File: src/rtl/spy_buffer_pkg.sv
// Shared definitions for the spy-buffer blocks: playback state encoding and
// default memory geometry.
package spy_buffer_pkg;

  localparam int SPY_WIDTH_DEF     = 6;
  localparam int SPY_DATAWIDTH_DEF = 64;

  localparam logic [1:0] ST_IDLE  = 2'd0;
  localparam logic [1:0] ST_ARM   = 2'd1;
  localparam logic [1:0] ST_READ  = 2'd2;
  localparam logic [1:0] ST_DRAIN = 2'd3;

  typedef enum logic [1:0] {
    IDLE  = ST_IDLE,
    ARM   = ST_ARM,
    READ  = ST_READ,
    DRAIN = ST_DRAIN
  } pb_state_e;

endpackage

File: src/rtl/spy_playback_fifo.sv
// Output FIFO for the playback engine. First-word-fall-through: the head entry
// is presented on pop_data whenever valid is high. pop_data reads 0 when empty.
// Ports:
//   clock, reset      clock and async active-low reset
//   push, push_data   write port (ignored when full)
//   pop               consume head entry (ignored when empty)
//   pop_data, valid   head entry and non-empty flag
//   count             number of stored entries
module spy_playback_fifo
  import spy_buffer_pkg::*;
#(
  parameter int DEPTH = 4,
  parameter int DW    = 65,
  parameter int CW    = $clog2(DEPTH + 1)
) (
  input  logic          clock,
  input  logic          reset,
  input  logic          push,
  input  logic [DW-1:0] push_data,
  input  logic          pop,
  output logic [DW-1:0] pop_data,
  output logic          valid,
  output logic [CW-1:0] count
);

  localparam int PW = (DEPTH > 1) ? $clog2(DEPTH) : 1;

  logic [DW-1:0] mem_q [DEPTH];
  logic [PW-1:0] wr_ptr_q, rd_ptr_q;
  logic [CW-1:0] count_q;
  logic          do_push, do_pop;

  assign do_push = push && (count_q != CW'(DEPTH));
  assign do_pop  = pop && (count_q != '0);

  always_ff @(posedge clock or negedge reset) begin
    if (!reset) begin
      wr_ptr_q <= '0;
      rd_ptr_q <= '0;
      count_q  <= '0;
    end else begin
      if (do_push) wr_ptr_q <= (wr_ptr_q == PW'(DEPTH - 1)) ? '0 : wr_ptr_q + 1'b1;
      if (do_pop)  rd_ptr_q <= (rd_ptr_q == PW'(DEPTH - 1)) ? '0 : rd_ptr_q + 1'b1;
      case ({do_push, do_pop})
        2'b10:   count_q <= count_q + 1'b1;
        2'b01:   count_q <= count_q - 1'b1;
        default: count_q <= count_q;
      endcase
    end
  end

  // Storage needs no reset: an entry is only visible after it has been pushed.
  always_ff @(posedge clock) begin
    if (do_push) mem_q[wr_ptr_q] <= push_data;
  end

  assign valid    = (count_q != '0);
  assign pop_data = valid ? mem_q[rd_ptr_q] : '0;
  assign count    = count_q;

endmodule

File: src/rtl/spy_playback.sv
// Readout engine for the spy-buffer circular memory. On playback_start it
// freezes the memory, snapshots the write pointer and wrap state, and streams
// the stored words oldest-first on a valid/ready port, marking the final word.
// Ports:
//   clock, reset                      clock and async active-low reset
//   playback_start                    request, honoured in IDLE only
//   spy_write_enable/pointer          memory write strobe and pointer (wrap tracking)
//   spy_read_addr/enable/data         memory read port, data one cycle after strobe
//   freeze                            gates memory writes while busy
//   out_data/valid/last/ready         streamed words
//   busy, done                        engine active / one-cycle completion pulse
//
// state | meaning
// IDLE  | waiting for playback_start
// ARM   | writes frozen; snapshot start address and word count
// READ  | issuing memory reads while the FIFO has room
// DRAIN | all reads issued; waiting for the last word to be accepted
module spy_playback
  import spy_buffer_pkg::*;
#(
  parameter int WIDTH     = SPY_WIDTH_DEF,
  parameter int DATAWIDTH = SPY_DATAWIDTH_DEF,
  parameter int OUT_DEPTH = 4
) (
  input  logic                 clock,
  input  logic                 reset,
  input  logic                 playback_start,
  input  logic                 spy_write_enable,
  input  logic [WIDTH-1:0]     spy_write_pointer,
  output logic [WIDTH-1:0]     spy_read_addr,
  output logic                 spy_read_enable,
  input  logic [DATAWIDTH-1:0] spy_read_data,
  output logic                 freeze,
  output logic [DATAWIDTH-1:0] out_data,
  output logic                 out_valid,
  output logic                 out_last,
  input  logic                 out_ready,
  output logic                 busy,
  output logic                 done
);

  localparam int SIZE = 1 << WIDTH;
  localparam int NW   = WIDTH + 1;
  localparam int CW   = $clog2(OUT_DEPTH + 1);
  localparam int OW   = CW + 1;

  pb_state_e        state_q, state_d;
  logic             wrapped_q;
  logic [WIDTH-1:0] start_q, last_addr_q;
  logic [NW-1:0]    count_q, idx_q;
  logic [1:0]       inflight_q;
  logic             pend_q, pend_last_q;
  logic             done_q, done_d;

  logic [WIDTH-1:0] snap_start, issue_addr;
  logic [NW-1:0]    snap_count;
  logic             idx_last, room, issue;
  logic [CW-1:0]    fifo_count;
  logic [OW-1:0]    occupancy;
  logic             fifo_valid, fifo_pop;
  logic [DATAWIDTH:0] fifo_head;

  assign snap_start = wrapped_q ? spy_write_pointer : '0;
  assign snap_count = wrapped_q ? NW'(SIZE) : {1'b0, spy_write_pointer};
  assign idx_last   = (idx_q == count_q - NW'(1));
  assign issue_addr = start_q + idx_q[WIDTH-1:0];

  // Reads in flight still need a FIFO slot, so reserve them before issuing.
  assign occupancy  = {1'b0, fifo_count} + OW'(inflight_q);
  assign room       = (occupancy < OW'(OUT_DEPTH));

  always_comb begin
    state_d = state_q;
    done_d  = 1'b0;
    issue   = 1'b0;
    case (state_q)
      IDLE:  if (playback_start) state_d = ARM;
      ARM: begin
        if (snap_count == '0) begin
          state_d = IDLE;
          done_d  = 1'b1;
        end else begin
          state_d = READ;
        end
      end
      READ: begin
        if (room) begin
          issue = 1'b1;
          if (idx_last) state_d = DRAIN;
        end
      end
      DRAIN: begin
        if (fifo_pop && fifo_head[DATAWIDTH]) begin
          state_d = IDLE;
          done_d  = 1'b1;
        end
      end
      default: state_d = IDLE;
    endcase
  end

  always_ff @(posedge clock or negedge reset) begin
    if (!reset) begin
      state_q     <= IDLE;
      wrapped_q   <= 1'b0;
      start_q     <= '0;
      count_q     <= '0;
      idx_q       <= '0;
      last_addr_q <= '0;
      inflight_q  <= '0;
      pend_q      <= 1'b0;
      pend_last_q <= 1'b0;
      done_q      <= 1'b0;
    end else begin
      state_q <= state_d;
      done_q  <= done_d;
      if (spy_write_enable && (spy_write_pointer == WIDTH'(SIZE - 1))) wrapped_q <= 1'b1;
      if (state_q == ARM) begin
        start_q <= snap_start;
        count_q <= snap_count;
        idx_q   <= '0;
      end
      if (issue) begin
        idx_q       <= idx_q + NW'(1);
        last_addr_q <= issue_addr;
      end
      // pend_q marks the cycle in which the memory returns an issued read.
      pend_q      <= issue;
      pend_last_q <= issue && idx_last;
      case ({issue, pend_q})
        2'b10:   inflight_q <= inflight_q + 2'd1;
        2'b01:   inflight_q <= inflight_q - 2'd1;
        default: inflight_q <= inflight_q;
      endcase
    end
  end

  spy_playback_fifo #(
    .DEPTH (OUT_DEPTH),
    .DW    (DATAWIDTH + 1),
    .CW    (CW)
  ) u_fifo (
    .clock     (clock),
    .reset     (reset),
    .push      (pend_q),
    .push_data ({pend_last_q, spy_read_data}),
    .pop       (fifo_pop),
    .pop_data  (fifo_head),
    .valid     (fifo_valid),
    .count     (fifo_count)
  );

  assign fifo_pop        = fifo_valid && out_ready;
  assign out_valid       = fifo_valid;
  assign out_data        = fifo_head[DATAWIDTH-1:0];
  assign out_last        = fifo_head[DATAWIDTH];
  assign spy_read_enable = issue;
  assign spy_read_addr   = issue ? issue_addr : last_addr_q;
  assign busy            = (state_q != IDLE);
  assign freeze          = busy;
  assign done            = done_q;

endmodule
File: config.mk
export PLATFORM = sky130hd
export DESIGN_NAME = spy_playback
export DESIGN_NICKNAME = d
export VERILOG_FILES = /design/src/rtl/spy_buffer_pkg.sv /design/src/rtl/spy_playback_fifo.sv /design/src/rtl/spy_playback.sv
export SDC_FILE = /design/constraint.sdc
export NUM_CORES = 1
export LEC_CHECK = 0
export ABC_AREA = 1
export CELL_PAD_IN_SITES_DETAIL_PLACEMENT = 2
export CELL_PAD_IN_SITES_GLOBAL_PLACEMENT = 2
export CORE_MARGIN = 3
export CORE_UTILIZATION = 40
export CTS_CLUSTER_SIZE = 25
export DETAILED_ROUTE_END_ITERATION = 12
export PLACE_DENSITY = 0.81
export SYNTH_ARGS = -nofsm -noshare
export SYNTH_HDL_FRONTEND = slang
export SYNTH_SLANG_ARGS = --single-unit
File: constraint.sdc
create_clock -name clock -period 9.57 [get_ports clock]
set_input_delay 1.914 -clock clock [delete_from_list [all_inputs] [get_ports clock]]
set_output_delay 1.914 -clock clock [all_outputs]
set_load 0.02 [all_outputs]
Yosys cells after proc, flatten, opt, wreduce, memory -nomap -nowiden
Memory sizes are Yosys's and may differ from the RTL's.
Cells that the tools add are included.

storage, ports and cells
  register bits after elaboration = 41
  bits in latches = 0
  memory bits (writable) = 260
  bits in read-only memories = 0
  bits of input ports = 75
  output and inout bits = 76
  word-level logic and storage cells = 78
  memories kept = 1

operators by class
  add/subtract/negate cells = 10
  $mul = 0
  div/mod/pow operators = 0
  $lt $le $gt $ge = 1
  eq/ne operators = 16
  shifts and indexed selects = 0
  mux-type cells = 23
  bitwise operators = 0
  reductions and logical operators = 14

memories
  name          words  bits a word  rd ports  clocked after Yosys merged registers in  wr ports  RTL line                 source
  u_fifo.mem_q  4      65           1         0                                        1         spy_playback_fifo.sv:28  logic [DW-1:0] mem_q [DEPTH];

operators by type and width
  kind                   count
  $mux W65               1
  $mux W7                3
  $mux W2                7
  $eq A2 B2 Y1 const B   6
  $mux W6                2
  $ne A2 B2 Y1 const B   4
  $pmux W2 S4            1
  $reduce_bool A2 Y1     4
  $add A7 B1 Y7 const B  1
  $eq A7 B7 Y1           1
  $logic_not A7 Y1       1
  $sub A7 B1 Y7 const B  1
  $add A2 B1 Y2 const B  3
  $add A6 B6 Y6          1
  $eq A2 B1 Y1 const B   3
  $eq A6 B6 Y1 const B   1
  $logic_and A1 B1 Y1    6
  $mux W1                6
  $pmux W3 S2            1
  $add A3 B2 Y4          1
  $lt A4 B3 Y1 const B   1
  $pmux W2 S2            1
  $reduce_and A4 Y1      1
  $add A3 B1 Y3 const B  1
  other kinds (6)        6

Logic depth before layout (Yosys ltp)
  depth in word-level cells = 6
  gate-level depth with buffers = 13
  mapped depth without buffers = 13

Hierarchy
From an unflattened synthesis, not the netlist that was laid out.

second synthesis, totals
  cell total of the unflattened synthesis = 1329
  area, all modules = 13451.7 um2

modules (own cells, without submodules)
  module             times used  cells each  area each (um2)  sequential area each (um2)
  spy_playback_fifo  1           1084        11522.3          7982.7
  spy_playback       1           245         1929.4           850.8

Worst setup path after synthesis
No wires, ideal clock.

  kind = reg-to-reg
  start = reg u_fifo.wr_ptr_q[0]
  end = mem u_fifo.mem_q[2][0], enable pin
  library setup time = 0.488 ns
  data arrival time = 3.370 ns
  required time = 9.082 ns
  setup slack = 5.711 ns
  stages on the path, launching flop included = 5
  path buffers = 0
  clock period less this slack = 3.859 ns
  path through = dfrtp_1 -> inv_1 -> ha_1 -> inv_1 -> nor2_1

RTL lines
  element                   RTL line                 source
  start: declaration        spy_playback_fifo.sv:29  logic [PW-1:0] wr_ptr_q, rd_ptr_q;
  start signal: assignment  spy_playback_fifo.sv:42  if (do_push) wr_ptr_q <= (wr_ptr_q == PW'(DEPTH - 1)) ? '0 : wr_ptr_q + 1'b1;
  end: declaration          spy_playback_fifo.sv:28

No word-level cell before the write port.

Worst setup path after layout
  start = reg u_fifo.rd_ptr_q[0]
  end = out out_data[8]

on the way
  cells in the longest elaborated chain, start to end = 2

ends and longest elaborated chain
  element                   RTL line                 source
  start: declaration        spy_playback_fifo.sv:29
  start signal: assignment  spy_playback_fifo.sv:43  if (do_pop) rd_ptr_q <= (rd_ptr_q == PW'(DEPTH - 1)) ? '0 : rd_ptr_q + 1'b1;
  $mem_v2 Z4 W65            n/a
  $mux W65                  spy_playback_fifo.sv:58  assign pop_data = valid ? mem_q[rd_ptr_q] : '0;
  end: declaration          spy_playback.sv:34       output logic [DATAWIDTH-1:0] out_data,

No other way between the ends.

==> run summary <==
The flow ran to the end, and the final reports show no timing, DRC or antenna violations. In this run the register-to-register setup slack is 6440 ps. The post-route clock period utilization came out at 60.2%. The number of filler instances in the final layout is 2,936. The hold buffer count at cts is 0. The count of endpoints failing hold in the final timing report was 0. The via count came out at 8,736.

Detailed placement ended at an HPWL of 23,100 µm. The first-pass iteration count of the detailed router came out at 5. The residual overflow from global routing is 0. The detail-routed net length per standard cell is 23.9 µm. The core region is 30,100 µm².

The reported max-cap violation count came out at 0. In this run the deepest clock path goes through 3 buffers. The final weighted congestion of routability-driven global placement came out at 0.787. The overall die width is 182 µm. The critical path start-end classification is reg -> out. In the final layout, the share of cells above drive strength 1 is 6.62%. The endpoint arrival time on the critical path is 3840 ps.

The number of gates resized after CTS was 0. The worst setup path is launched from a register. The count of distinct cell types in the synthesized netlist is 35. The clock net in this run drives a total of 301 sinks.

CTS built an H-tree with a depth of 2. In this run the critical register-to-register path is launched from u_fifo.rd_ptr_q[0]. Dividing the synthesized area by the synthesized cell count gives 11.7 µm². The placement row count is 63. Of the synthesized area, sequential elements account for 71.2%. The number of antenna violations at the first check in global routing is 1. The largest single stage delay on the critical path is 830 ps.

The number of diodes came out at 0. The fmax is 174 MHz. The layout overhead on the synthesized area came out at 23.2%. The critical path required time is 7660 ps. For the pin with the worst max-slew slack, the measured transition is 1120 ps.

The initial standard-cell utilization of the core is 41.2%. For this run, the leading register cell type out of synthesis is sky130_fd_sc_hd__edfxtp_1. Pin placement for this block handled 151 I/O pins. The timing startpoint of the critical path is u_fifo.rd_ptr_q[0].

The static leakage power came out at 5.44 nW. The first global-routing pass estimated 59,300 µm of wire. The net count after synthesis came out at 1,149.

The die footprint came out at 33,100 µm². Setup repair after global routing left no endpoint under its margin. The clock tree from TritonCTS is yes. After the first detailed-routing iteration, the DRC count stood at 522. Entering global routing, the biggest net connects 106 pins. The antenna violation net count after detailed routing came out at 0. The global-route usage over all layers came out at 23.2%. The number of flip-flops and latches in the synthesized netlist is 301. The post-route minimum period is 5760 ps. The number of port buffers is 150. The final layout contains routed wiring with a total length of 38,500 µm. The signal on the critical path passes through clkinv_2, buf_4, o21ai_0, a21oi_1, clkdlybuf4s50_1. Using the TritonRoute via totals, the vias-per-cell ratio works out to 5.41. The class of the tightest hold or removal check is reg -> reg. The power density of the placed cells is 338 nW/µm². The number of synthesized flops with an enable pin came out at 260. The number of CTS-inserted buffers came out at 35. The worst setup path endpoint is out_data[8]. Clock-pin slew was measured on the worst setup and hold paths at 60 ps.

The clock latency on the worst-skew pair is 510 ps. The post-CTS setup repair buffer count is 0. Cells fill 50.7% of the core in the end. The max-slew violation count came out at 0. The tree is rooted in a sky130_fd_sc_hd__clkbuf_16. The cell area after technology mapping came out at 12,400 µm².

The setup skew after layout came out at 13.4 ps. Of all nets on the critical path, the largest fanout is 105. From bottom edge to top edge, the die measures 182 µm.

The nature of the critical path endpoint is an output pin. The total of endpoints with negative setup slack in the final report is 0. The logic depth of the worst register-to-register path is 10.

The number of nets at the end of the flow came out at 1,291. In the routed design, unresolved DRC markers number 0. Counting every instance in the synthesized netlist gives 1,057.

The via count of the first global-routing pass came out at 9,983. The number of warnings printed during yosys synthesis is 0. The share of async-settable or async-resettable flops after synthesis is 13.6%. Headroom to the max-slew limit came out at 25.3%. The worst-case vdd ir drop is 0.150 mV. For this design, the slowest cell found on the critical path is sky130_fd_sc_hd__buf_4. For the final routed database, the setup TNS stands at 0 ps.
[sequential cells by signal, summed over array words and instances (netlist names), named ones only]
register         cells
u_fifo.mem_q       260
count_q              7
idx_q                7
last_addr_q          6
start_q              6
u_fifo.count         3
inflight_q           2
u_fifo.rd_ptr_q      2
u_fifo.wr_ptr_q      2
done                 1
pend_last_q          1
pend_q               1
state_q              1
wrapped_q            1
[layout by cell type, fill, tap and decap left out, drive strengths merged, types with 2 or more instances in the layout]
cell type	synthesis	routed
xnor2	7	7
buf	36	11
inv	49	52
nand2	77	77
a21oi	74	74
nand4	3	3
nand3	17	17
clkdlybuf4s50	0	149
o21ai	152	152
o31ai	3	3
fa	2	2
xor2	7	7
nor2	284	284
clkinv	0	11
ha	15	15
nor3	2	2
clkbuf	19	47
o22ai	5	5
edfxtp	260	260
dfrtp	41	41
[routing by layer]
layer	track usage, %	share of wire, %
met1	28.3	40
met2	42.6	53
met3	3.39	3.9
met4	6.64	2.3
met5	0	0.034
[cell usage after synthesis (5+ instances only)]
| library cell | instances | area (µm²) |
|---|---|---|
| sky130_fd_sc_hd__edfxtp_1 | 260 | 7810 |
| sky130_fd_sc_hd__buf_1 | 8 | 30.0 |
| sky130_fd_sc_hd__xnor2_1 | 7 | 61.3 |
| sky130_fd_sc_hd__dfrtp_1 | 41 | 1030 |
| sky130_fd_sc_hd__buf_2 | 19 | 95.1 |
| sky130_fd_sc_hd__xor2_1 | 7 | 61.3 |
| sky130_fd_sc_hd__ha_1 | 15 | 188 |
| sky130_fd_sc_hd__clkbuf_1 | 18 | 67.6 |
| sky130_fd_sc_hd__nor2_1 | 281 | 1050 |
| sky130_fd_sc_hd__nand3_1 | 15 | 75.1 |
| sky130_fd_sc_hd__o21ai_1 | 42 | 210 |
| sky130_fd_sc_hd__nand2_1 | 75 | 282 |
| sky130_fd_sc_hd__o21ai_0 | 110 | 551 |
| sky130_fd_sc_hd__o22ai_1 | 5 | 31.3 |
| sky130_fd_sc_hd__inv_1 | 44 | 165 |
| sky130_fd_sc_hd__buf_4 | 7 | 52.6 |
| sky130_fd_sc_hd__a21oi_1 | 74 | 370 |
| sky130_fd_sc_hd__inv_2 | 5 | 18.8 |
[final cells by class]
cell class,instances,area (µm²),share of cell area [%]
Timing Repair Buffer,160,1570,10.3
Clock buffer,47,941,6.16
Multi-Input combinational cell,652,3150,20.6
Sequential cell,301,8840,57.9
Clock inverter,15,108,0.704
Tap cell,390,488,3.19
Inverter,49,185,1.21
[logic make-up (layout without fill, tap and decap cells)]
group | count (synthesis) | in the layout | share of synthesized area (%)
AND/OR/NAND/NOR | 385 | 385 | 12.4
flip-flops | 301 | 301 | 71.2
AO/OA/AOI/OAI | 236 | 236 | 9.88
buffers and inverters | 104 | 271 | 3.68
adder cells (fa/ha/maj) | 17 | 17 | 1.84
XOR/XNOR | 14 | 14 | 0.989
[worst max-delay path: cells and delay by family (launching register included)]
family | cells | cell delay (ps)
buf+inv | 3 | 1900
flops | 1 | 720
compound gates | 2 | 580
[worst min path at each step]
stage | start | to | cells after the start
3_5_place_dp | last_addr_q[0] | last_addr_q[0] | 2
6_report | last_addr_q[0] | last_addr_q[0] | 2
2_1_floorplan | inflight_q[1] | inflight_q[1] | 1
5_1_grt | last_addr_q[0] | last_addr_q[0] | 2
3_3_place_gp | last_addr_q[0] | last_addr_q[0] | 2
4_1_cts | last_addr_q[0] | last_addr_q[0] | 2
[where the power goes]
group          leakage (nW)  internal, W  switching (W)
combinational          2.06     0.000787        0.00139
clock                 0.515     0.000720       0.000532
sequential             2.86      0.00161       0.000122
total                  5.44      0.00312        0.00204
[metrics by stage]
| stage | total power [W] | instances | cell area [µm²] | setup WS [ps] | hold WS (ps) |
|---|---|---|---|---|---|
| global route | 0.00545 | 1614 | 15300 | 3550 | 508 |
| detailed placement | 0.00392 | 1552 | 14200 | 4300 | 476 |
| floorplan | 0.00296 | 1057 | 12400 | 5710 | 453 |
| finish | 0.00516 | 1614 | 15300 | 3810 | 481 |
| global placement | 0.00380 | 1552 | 14200 | 4470 | 462 |
| CTS | 0.00523 | 1614 | 15300 | 3760 | 491 |
No activity file was read; power rests on OpenSTA's default activity.
==> RTL edit 1 (same settings) <==
Set the package constant `SPY_WIDTH_DEF` to 12 (it was 6).
--- a/src/rtl/spy_buffer_pkg.sv
+++ b/src/rtl/spy_buffer_pkg.sv
@@ -2,7 +2,7 @@
 // default memory geometry.
 package spy_buffer_pkg;
 
-  localparam int SPY_WIDTH_DEF     = 6;
+  localparam int SPY_WIDTH_DEF     = 12;
   localparam int SPY_DATAWIDTH_DEF = 64;
 
   localparam logic [1:0] ST_IDLE  = 2'd0;
Ports: changed (resized spy_read_addr and spy_write_pointer); port bits go from 151 to 163. No check against the original RTL was run, so the function may have changed too.
==> RTL edit 1 against the original RTL <==
- power grew 8.8%
- clock skew up 4.8 ps
- synthesized area rose by 12%
- combinational power increased by 9.7%
- sequential cell count rose by 24
- count of clock-buffer cells in the layout up 6
- setup slack better by 93 ps
- routed wire length rose by 7.7%
- design area grew 12%
- critical path type unchanged
==> RTL edit 1: results (changes against the original RTL) <==
stage,metric,value,unit,change
route,initialDrtViolationCount,419,,-20%
timing,worstMarginPinSlew,1110,ps,-7.11 ps
timing,finalHoldWorstSlack,475,ps,-6.09 ps
power,vdd_drop_max,0.000177,V,+18%
synthesis,synthXorXnorAreaFrac,1.51,%,+0.52 points
finish,drive_gt1_share,6.00,%,-0.61 points
global_route,use_met1,27.3,%,-0.96 points
synthesis,async_reset_ff_share,20.0,%,+6.4 points
min_path,hold_end,last_addr_q[7]$_DFF_PN0_,,
synthesis,synthTopCellsByCount,"302 x nor2_1, 260 x edfxtp_1, 173 x o21ai_0, 126 x nand2_1, 84 x a21oi_1",,
place,dp_slack,4360,ps,+65.7 ps
route,met3WireLength,1560,microns,+5.3%
worst_setup_path,setup.worst_path.end,out_data[0],,
synthesis,synthDistinctLibCells,39,,+11%
global_route,grt_pass1_wl,64800,microns,+9.3%
route,routedWlPerCell,21.8,microns,-8.5%
finish,nNetsFinal,1524,,+18%
finish,largest_registers,"u_fifo.mem_q x260, count_q x13, idx_q x13",,
power,seqPwrFrac,33.8,%,+0.2 points
synthesis,synth_compound_area_share,10.0,%,+0.16 points
global_route,first_global_vias,11409,,+14%
global_route,gr-usage-all-layers,22.5,%,-0.62 points
synthesis,yosysSeqAreaShare,67.9,%,-3.3 points
place,dp_cells,1828,,+18%
place,placed_cell_area,15900,sq um,+12%
global_route,grt_use_met2,42.0,%,-0.57 points
global_route,grtUsageMet3,3.45,%,+0.063 points
timing,clock_skew,18.3,ps,+4.85 ps
status,status,"complete, no violations",,
power,p_switching,2.20,mW,+7.5%
power,power_clock,1.33,mW,+6%
timing,finalCriticalPeriod,5660,ps,-92.9 ps
clock_network,cts_buffers,38,,+8.6%
worst_setup_path,ff2ff_setup_slack,6670,ps,+230 ps
worst_setup_path,worstPathArrival,3750,ps,-90 ps
synthesis,synthAdderAreaFrac,2.18,%,+0.34 points
worst_setup_path,cp_slowest_stage_delay,810,ps,-20 ps
[RTL edit 1: changes by cell type after synthesis, moves of 6 or more]
cell / unedited run / this run
dfrtp_1: 41 / 65
o21ai_0: 110 / 173
clkbuf_1: 18 / 27
nand2_1: 75 / 126
inv_1: 44 / 67
xor2_1: 7 / 16
nand3_1: 15 / 28
a21oi_1: 74 / 84
nor2_1: 281 / 302
o21ai_1: 42 / 4
ha_1: 15 / 21
[RTL edit 1: worst reg2reg max path: stages, from the launching register on]
cell and delay [ps]:
dfrtp_4 720, buf_4 900, nor2_1 210, nor2_1 140, o21ai_0 100, a21oi_1 290
nand2_1 90, nand2_1 70, nand2_1 70, a21oi_2 130, nor2_1 50
[RTL edit 1: layout make-up]
type	count	share of cell area, %
repair buffers	173	9.95
well taps	448	3.28
clock inverters	16	0.418
inverters	69	1.52
diodes	2	0.0293
flip-flops and latches	325	55.3
multi-input cells	813	23.3
clock buffers	53	6.26
==> RTL edit 2 (same settings) <==
Without the edit above. Reset style: synchronous (`reset`), changed in 2 clocked blocks. Comments in the files are not updated.
--- a/src/rtl/spy_playback_fifo.sv
+++ b/src/rtl/spy_playback_fifo.sv
@@ -33,7 +33,7 @@
   assign do_push = push && (count_q != CW'(DEPTH));
   assign do_pop  = pop && (count_q != '0);
 
-  always_ff @(posedge clock or negedge reset) begin
+  always_ff @(posedge clock) begin
     if (!reset) begin
       wr_ptr_q <= '0;
       rd_ptr_q <= '0;
--- a/src/rtl/spy_playback.sv
+++ b/src/rtl/spy_playback.sv
@@ -99,7 +99,7 @@
     endcase
   end
 
-  always_ff @(posedge clock or negedge reset) begin
+  always_ff @(posedge clock) begin
     if (!reset) begin
       state_q     <= IDLE;
       wrapped_q   <= 1'b0;
Function: differs if reset is asserted again (counterexample within 4 cycles, from zero or initial values and one cycle with reset low); with reset held inactive, the same outputs for 10 cycles.
==> RTL edit 2 against the original RTL <==
- design area decreased by 0.61%
- sequential cell count increased by 2
- non-clock buffer count decreased by 1
- routed wire length decreased by 5.3%
- fmax increased by 6.0%
- setup slack improved by 320 ps
- power decreased by 19%
- synthesized area about the same
==> RTL edit 2: results (changes against the original RTL) <==
stage,metric,value,unit,change
place,dp_hpwl,22500,microns,-2.9%
global_route,antenna_found_initial,2,,+1
finish,fin_area,15200,sq um,-0.61%
global_route,grt_start_max_net_pins,129,,+22%
finish,seq_share,57.1,%,-0.73 points
synthesis,yosysSeqAreaShare,69.8,%,-1.4 points
route,wl_met2,18800,microns,-8.7%
worst_setup_path,cp_max_fo,89,,-15%
route,initialDrtViolationCount,503,,-3.6%
worst_setup_path,r2r_cells,12,,+2
timing,finalCriticalPeriod,5430,ps,-325 ps
global_route,gr-usage-all-layers,21.9,%,-1.2 points
finish,inverters,52,,+6.1%
global_route,grt_use_met2,39.2,%,-3.4 points
synthesis,synthTopCellsByCount,"295 x nor2_1, 260 x edfxtp_1, 143 x o21ai_0, 98 x a21oi_1, 73 x nand2_1",,
synthesis,synthDistinctLibCells,41,,+17%
finish,num-nonclk-buffers,159,,-0.63%
finish,nNetsFinal,1327,,+2.8%
worst_setup_path,r2r-start,u_fifo.count[1]$_SDFFE_PN0P_,,
global_route,use_met1,27.8,%,-0.48 points
place,dp_cells,1588,,+2.3%
finish,layoutNonFillerInstCount,1650,,+2.2%
finish,n_antenna_cell,2,,+2
min_path,hold_end,inflight_q[1]$_SDFFE_PN0P_,,
place,placed_cell_area,14200,sq um,-0.19%
route,routedWlPerCell,22.1,microns,-7.3%
finish,nClkBuffers,45,,-4.3%
global_route,grt_pass1_wl,57000,microns,-4.0%
min_path,min_path_cells,1,,-1
power,p_leak,5.25,nW,-3.5%
finish,drive_gt1_share,6.36,%,-0.26 points
timing,clock_skew,24.8,ps,+11.4 ps
global_route,first_global_vias,9963,,-0.20%
worst_setup_path,worstPathArrival,3520,ps,-320 ps
route,met3WireLength,1240,microns,-17%
synthesis,synth_area_leaders,"edfxtp_1 63%, nor2_1 8.9%, dfxtp_1 6.9%",,
timing,finalHoldWorstSlack,470,ps,-11.1 ps
min_path,hold_start,inflight_q[1]$_SDFFE_PN0P_,,
route,top_layer,met4,,
synthesis,synthXorXnorAreaFrac,0.353,%,-0.64 points
status,status,"complete, no violations",,
## RTL edit 2: changes by cell type in the layout (fill, tap and decap cells not counted), moves of 4 or more
cell,before,now
a21oi_1,74,98
xnor2_1,7,3
nor2_1,277,291
dfrtp_1,39,0
clkinv_1,6,11
o21ai_0,110,143
xor2_1,7,2
o22ai_1,5,0
a211oi_1,1,7
o21ai_1,42,3
or2_2,0,4
dfxtp_1,0,41
## RTL edit 2: power by group
part / leakage, nW / internal (mW) / switching, mW
logic: 2.08 / 0.520 / 0.954
clock network: 0.477 / 0.670 / 0.507
registers: 2.69 / 1.49 / 0.0516
total: 5.25 / 2.68 / 1.51
## RTL edit 2: critical path, cell delays in order, from the launching register on
cell             delay [ps]
dfxtp_4                 660
buf_4                   850
nor2_1                  150
nor2_1                  120
o21ai_0                 110
a21oi_1                 360
clkdlybuf4s50_1         670
